## src/rtl/neuron_mac_seq.sv

```systemverilog
// Sequential single-neuron evaluator: two weight words per cycle from a dual-read
// weight memory, signed Q8.8 multiply-accumulate, bias add, then ReLU with saturation.
module neuron_mac_seq #(
   parameter int DATA_WIDTH = 16,
   parameter int ADDR_WIDTH = 4,
   parameter int N_IN       = 8,
   parameter int FRAC_BITS  = 8,
   parameter int ACC_WIDTH  = 2*DATA_WIDTH+4
) (
   input  logic                           clk,
   input  logic                           rst,
   input  logic                           start,
   input  logic [N_IN*DATA_WIDTH-1:0]     x_in,
   output logic [ADDR_WIDTH-1:0]          read_addr_1,
   output logic [ADDR_WIDTH-1:0]          read_addr_2,
   input  logic [DATA_WIDTH-1:0]          read_data_1,
   input  logic [DATA_WIDTH-1:0]          read_data_2,
   output logic                           busy,
   output logic [DATA_WIDTH-1:0]          y_out,
   output logic                           y_valid,
   output logic [1:0]                     dbg_state
);

   localparam int P  = (N_IN + 1) / 2;
   localparam int XW = 2 * P * DATA_WIDTH;
   localparam int PW = 2 * DATA_WIDTH;

   typedef enum logic [1:0] {
      S_IDLE = 2'd0,
      S_MAC  = 2'd1,
      S_BIAS = 2'd2
   } state_t;

   state_t                        r_state;
   logic [ADDR_WIDTH-1:0]         r_k;
   logic signed [ACC_WIDTH-1:0]   r_acc;
   logic [XW-1:0]                 r_x;
   logic [ADDR_WIDTH-1:0]         r_addr_1;
   logic [ADDR_WIDTH-1:0]         r_addr_2;
   logic [DATA_WIDTH-1:0]         r_y;
   logic                          r_valid;

   logic [DATA_WIDTH-1:0]         w_xa;
   logic [DATA_WIDTH-1:0]         w_xb;
   logic signed [PW-1:0]          w_prod_a;
   logic signed [PW-1:0]          w_prod_b;
   logic signed [ACC_WIDTH-1:0]   w_mac_sum;
   logic signed [ACC_WIDTH-1:0]   w_bias_sh;
   logic signed [ACC_WIDTH-1:0]   w_s;
   logic signed [ACC_WIDTH-1:0]   w_r;
   logic [DATA_WIDTH-1:0]         w_y_sat;
   logic [ADDR_WIDTH-1:0]         w_k_nxt;

   // For odd N_IN the latched vector is zero-padded to 2*P elements, so the
   // unused second product of the last pair is zero whatever the memory returns.
   always_comb begin
      w_xa = '0;
      w_xb = '0;
      for (int j = 0; j < P; j++) begin
         if (r_k == ADDR_WIDTH'(j)) begin
            w_xa = r_x[(2*j)*DATA_WIDTH   +: DATA_WIDTH];
            w_xb = r_x[(2*j+1)*DATA_WIDTH +: DATA_WIDTH];
         end
      end
   end

   assign w_prod_a  = $signed({{DATA_WIDTH{read_data_1[DATA_WIDTH-1]}}, read_data_1})
                    * $signed({{DATA_WIDTH{w_xa[DATA_WIDTH-1]}}, w_xa});
   assign w_prod_b  = $signed({{DATA_WIDTH{read_data_2[DATA_WIDTH-1]}}, read_data_2})
                    * $signed({{DATA_WIDTH{w_xb[DATA_WIDTH-1]}}, w_xb});
   assign w_mac_sum = r_acc
                    + $signed({{(ACC_WIDTH-PW){w_prod_a[PW-1]}}, w_prod_a})
                    + $signed({{(ACC_WIDTH-PW){w_prod_b[PW-1]}}, w_prod_b});

   // Bias is a Q8.8 word; shift it up to the Q16.16 scale of the accumulator.
   assign w_bias_sh = $signed({{(ACC_WIDTH-DATA_WIDTH){read_data_1[DATA_WIDTH-1]}}, read_data_1})
                    <<< FRAC_BITS;
   assign w_s       = r_acc + w_bias_sh;
   assign w_r       = w_s >>> FRAC_BITS;

   always_comb begin
      w_y_sat = w_r[DATA_WIDTH-1:0];
      if (w_r[ACC_WIDTH-1])
         w_y_sat = '0;
      else if (|w_r[ACC_WIDTH-2:DATA_WIDTH-1])
         w_y_sat = {1'b0, {(DATA_WIDTH-1){1'b1}}};
   end

   assign w_k_nxt = r_k + ADDR_WIDTH'(1);

   always_ff @(posedge clk or posedge rst) begin
      if (rst) begin
         r_state  <= S_IDLE;
         r_k      <= '0;
         r_acc    <= '0;
         r_x      <= '0;
         r_addr_1 <= ADDR_WIDTH'(0);
         r_addr_2 <= ADDR_WIDTH'(1);
         r_y      <= '0;
         r_valid  <= 1'b0;
      end else begin
         r_valid <= 1'b0;
         case (r_state)
            S_IDLE: begin
               if (start) begin
                  r_x      <= XW'(x_in);
                  r_acc    <= '0;
                  r_k      <= '0;
                  r_addr_1 <= ADDR_WIDTH'(0);
                  r_addr_2 <= ADDR_WIDTH'(1);
                  r_state  <= S_MAC;
               end
            end
            S_MAC: begin
               r_acc <= w_mac_sum;
               if (r_k == ADDR_WIDTH'(P-1)) begin
                  r_addr_1 <= ADDR_WIDTH'(N_IN);
                  r_addr_2 <= ADDR_WIDTH'(N_IN);
                  r_state  <= S_BIAS;
               end else begin
                  r_k      <= w_k_nxt;
                  r_addr_1 <= {w_k_nxt[ADDR_WIDTH-2:0], 1'b0};
                  r_addr_2 <= {w_k_nxt[ADDR_WIDTH-2:0], 1'b1};
               end
            end
            S_BIAS: begin
               r_y      <= w_y_sat;
               r_valid  <= 1'b1;
               r_addr_1 <= ADDR_WIDTH'(0);
               r_addr_2 <= ADDR_WIDTH'(1);
               r_state  <= S_IDLE;
            end
            default: r_state <= S_IDLE;
         endcase
      end
   end

   assign read_addr_1 = r_addr_1;
   assign read_addr_2 = r_addr_2;
   assign busy        = (r_state != S_IDLE);
   assign y_out       = r_y;
   assign y_valid     = r_valid;
   assign dbg_state   = r_state;

endmodule

```

## config.mk

```make
export PLATFORM = sky130hd
export DESIGN_NAME = neuron_mac_seq
export DESIGN_NICKNAME = d
export VERILOG_FILES = /design/src/rtl/neuron_mac_seq.sv
export SDC_FILE = /design/constraint.sdc
export NUM_CORES = 2
export LEC_CHECK = 0
export BUFFER_PORTS_ARGS = -buffer_cell sky130_fd_sc_hd__buf_2
export CAP_MARGIN = 0
export CORE_ASPECT_RATIO = 1.75
export CORE_MARGIN = 8
export CORE_UTILIZATION = 55
export CTS_BUF_LIST = sky130_fd_sc_hd__clkbuf_8
export CTS_CLUSTER_SIZE = 30
export DETAILED_ROUTE_END_ITERATION = 8
export GPL_TIMING_DRIVEN = 1
export PLACE_DENSITY = 0.69
export SLEW_MARGIN = 20
export SYNTH_ARGS = -nofsm -noshare
export SYNTH_HDL_FRONTEND = slang
export SYNTH_SLANG_ARGS = --single-unit
```

## constraint.sdc

```tcl
create_clock -name clk -period 15.81 [get_ports clk]
set_clock_uncertainty 0.2 [all_clocks]
set_input_delay 2.3715 -clock clk [delete_from_list [all_inputs] [get_ports clk]]
set_output_delay 2.3715 -clock clk [all_outputs]
set_load 0.1 [all_outputs]
```

==> metrics.txt <==
I/O Buffers=189; CP Launch Point=r_k[0]; worst reg2reg endpoint=r_acc[35]; top-area cell type share of the netlist area=42.7%; Mapped Area=31500 um2; placed instance count=4040; origin of the critical flop-to-flop path=r_k[0]; Post-Syn Instances=3182; ratio of cells with drive above 1 in the final layout=12.8%; post-CTS setup buffers=0; CTS root buffer=clkbuf_8; CP max FO=32; worst slew pin tran=1.16 ns; Slew Limit Fails=0; final net count=4309; final core utilization=59.1%; YS warnings=0; CTS tree=yes; max frequency=0.0953 GHz; Yosys cell types=67; hpwl dp=74.5 mm; Detail Route Antenna Nets=0; vias in the first global route=26300; post-placement setup slack=4.82 ns; Arr. time, crit path=10.73 ns; Setup Crit Path Kind=reg2reg; Seq/Total Area, Yosys=15.2%; Slew headroom=22.9%; via count=22600; top cells by area, synth=fa_1 (43%), dfrtp_1 (15%), inv_1 (8.6%); DRC violations left=0; gr ovfl total=0; fin crit share=66.4%; largest net degree at the start of global routing=136; 1st-iter DRT viols=1080; vias per inst=5.56; floorplan row count=116; crit path capture=r_acc[35]; number of enable flip-flop cells after synthesis=0; Async SR Flop Fraction=100%; Hold Crit Class=reg2reg; CTS buffer count=25; slowest cell on the critical path=o21ai_2; Synth Flop Type=dfrtp_1; setup violators final=0; Worst Setup Start Kind=flip-flop; Crit path required time=16.04 ns; htree depth=4; average wire per standard cell=21.8 um; Starting Density=55.3%; #FFs+latches synth=191; kind of cell adding the most delay to the critical path=adder cells; hold_buf cts=0; io pins=191; total iterations of the first detailed-routing run=5; status=finished clean; commonest non-fill, non-tap cell in the layout=inv_1; Max Root-Sink Buffers=3; RSZ-0062 raised after global routing=false; full die area=65400 um2; global-route wire length before repair=143 mm; setup slack after layout=5.31 ns; Worst setup EP type=flip-flop; Area growth syn-to-layout=6.88%; R2R cell count=33; CP bufs+invs=8; largest area contributor in the netlist=fa_1; fin cells=4073; CORE AREA=56900 um2; post-CTS sizing=0; Setup TNS=0 ns; most frequent cells in the layout=inv_1 (724), fa_1 (671), nand2_1 (357), and2_1 (239), dfrtp_1 (190); cell repeated most along the worst path=fa_1; Sink Count=191; Post-Route WL=88.6 mm; Max-Cap Viols=0; syn avg cell area=9.89 um2; Die Ht=332 um; clock latency on the worst-skew pair=0.58 ns; syn_nets=4191; Tmin final=10.50 ns; Clk pin slew, worst setup/hold paths=0.10 ns; Die Wd=197 um; initial antenna violation count=6; GP Congestion=0.958; GR Util All Layers=28.5%; Crit path depth=33; Reg2Reg Setup Slack=5.31 ns; Hold Fails Final Rpt=0; CP peak stage delay=0.79 ns
-- synthesized netlist by cell type (all sizes together) (6+ instances only) --
library cell,count
dfrtp,190
nor2,91
ha,175
o211ai,10
a211oi,6
nand2,357
a32oi,15
a31oi,6
a21o,22
nand4,7
o21bai,6
nand3,14
xor2,23
a22oi,35
nand2b,7
fa,671
o21ai,92
buf,16
and3,10
nor2b,9
inv,724
a22o,10
clkbuf,108
mux2,130
and2,241
xnor2,37
a21oi,101
nor3,11
-- sequential cells by signal, indices dropped and copies added, names as in the netlist --
signal / count
dbg_state: 2
r_acc: 36
r_k: 4
r_x: 128
read_addr_1: 1
read_addr_2: 3
y_out: 16
y_valid: 1
-- worst min path at each step --
stage / from / endpoint / slack (ns) / cells after the start
2_1_floorplan: r_acc[4] / r_acc[4] / 0.25 / 2
3_3_place_gp: r_acc[4] / r_acc[4] / 0.27 / 2
3_5_place_dp: r_acc[6] / r_acc[6] / 0.27 / 2
4_1_cts: r_acc[6] / r_acc[6] / 0.29 / 2
5_1_grt: r_x[81] / r_x[81] / 0.32 / 1
6_report: r_acc[7] / r_acc[7] / 0.30 / 2
-- cell type report --
| class | count | area, um2 |
|---|---|---|
| antenna | 1 | 2.50 |
| clock buffer | 27 | 372 |
| multi-input combinational | 2143 | 23600 |
| timing repair buffer | 215 | 1140 |
| inverter | 724 | 2730 |
| sequential | 191 | 4780 |
| fill | 5024 | 23300 |
| tap | 767 | 960 |
| clock inverter | 5 | 27.5 |
-- stage by stage --
step	hold WS [ns]	cell area, um2
2_1_floorplan	0.250	31500
3_3_place_gp	0.269	33200
6_report	0.296	33600
3_5_place_dp	0.272	33200
4_1_cts	0.294	33600
5_1_grt	0.324	33600
-- kinds of logic (layout without fill, tap and decap cells) --
logic type	count (synthesis)	after routing	synth area share, %
AO/OA/AOI/OAI	336	336	6.82
XOR/XNOR	60	60	1.67
adder cells (fa/ha/maj)	846	846	49.7
buffers and inverters	848	971	10.2
flip-flops	191	191	15.2
multiplexers	132	132	4.72
other	1	2	0.0119
AND/OR/NAND/NOR	768	768	11.7
-- worst reg2reg max path: cells and delay by family (launching register included) --
family	cells	cell delay [ns]
compound gates	9	2.73
simple gates	6	1.02
buf+inv	8	1.60
flops	1	0.48
fa+ha+maj	10	4.35
-- per-layer routing --
| layer | GRT usage, % | routed length, um | up-vias | share of wire [%] |
|---|---|---|---|---|
| met2 | 53.4 | 49300 | 754 | 56 |
| met3 | 4.21 | 4090 | 311 | 4.6 |
| met1 | 29.2 | 29300 | 11700 | 33 |
| met5 | 0 | 26 | - | 0.029 |
| li1 | - | - | 9824 | - |
| met4 | 17.2 | 5880 | 4 | 6.6 |
Power is left out: the tool's default activity adds up to more than one toggle a clock period on the data nets, which glitch-free logic cannot reach.
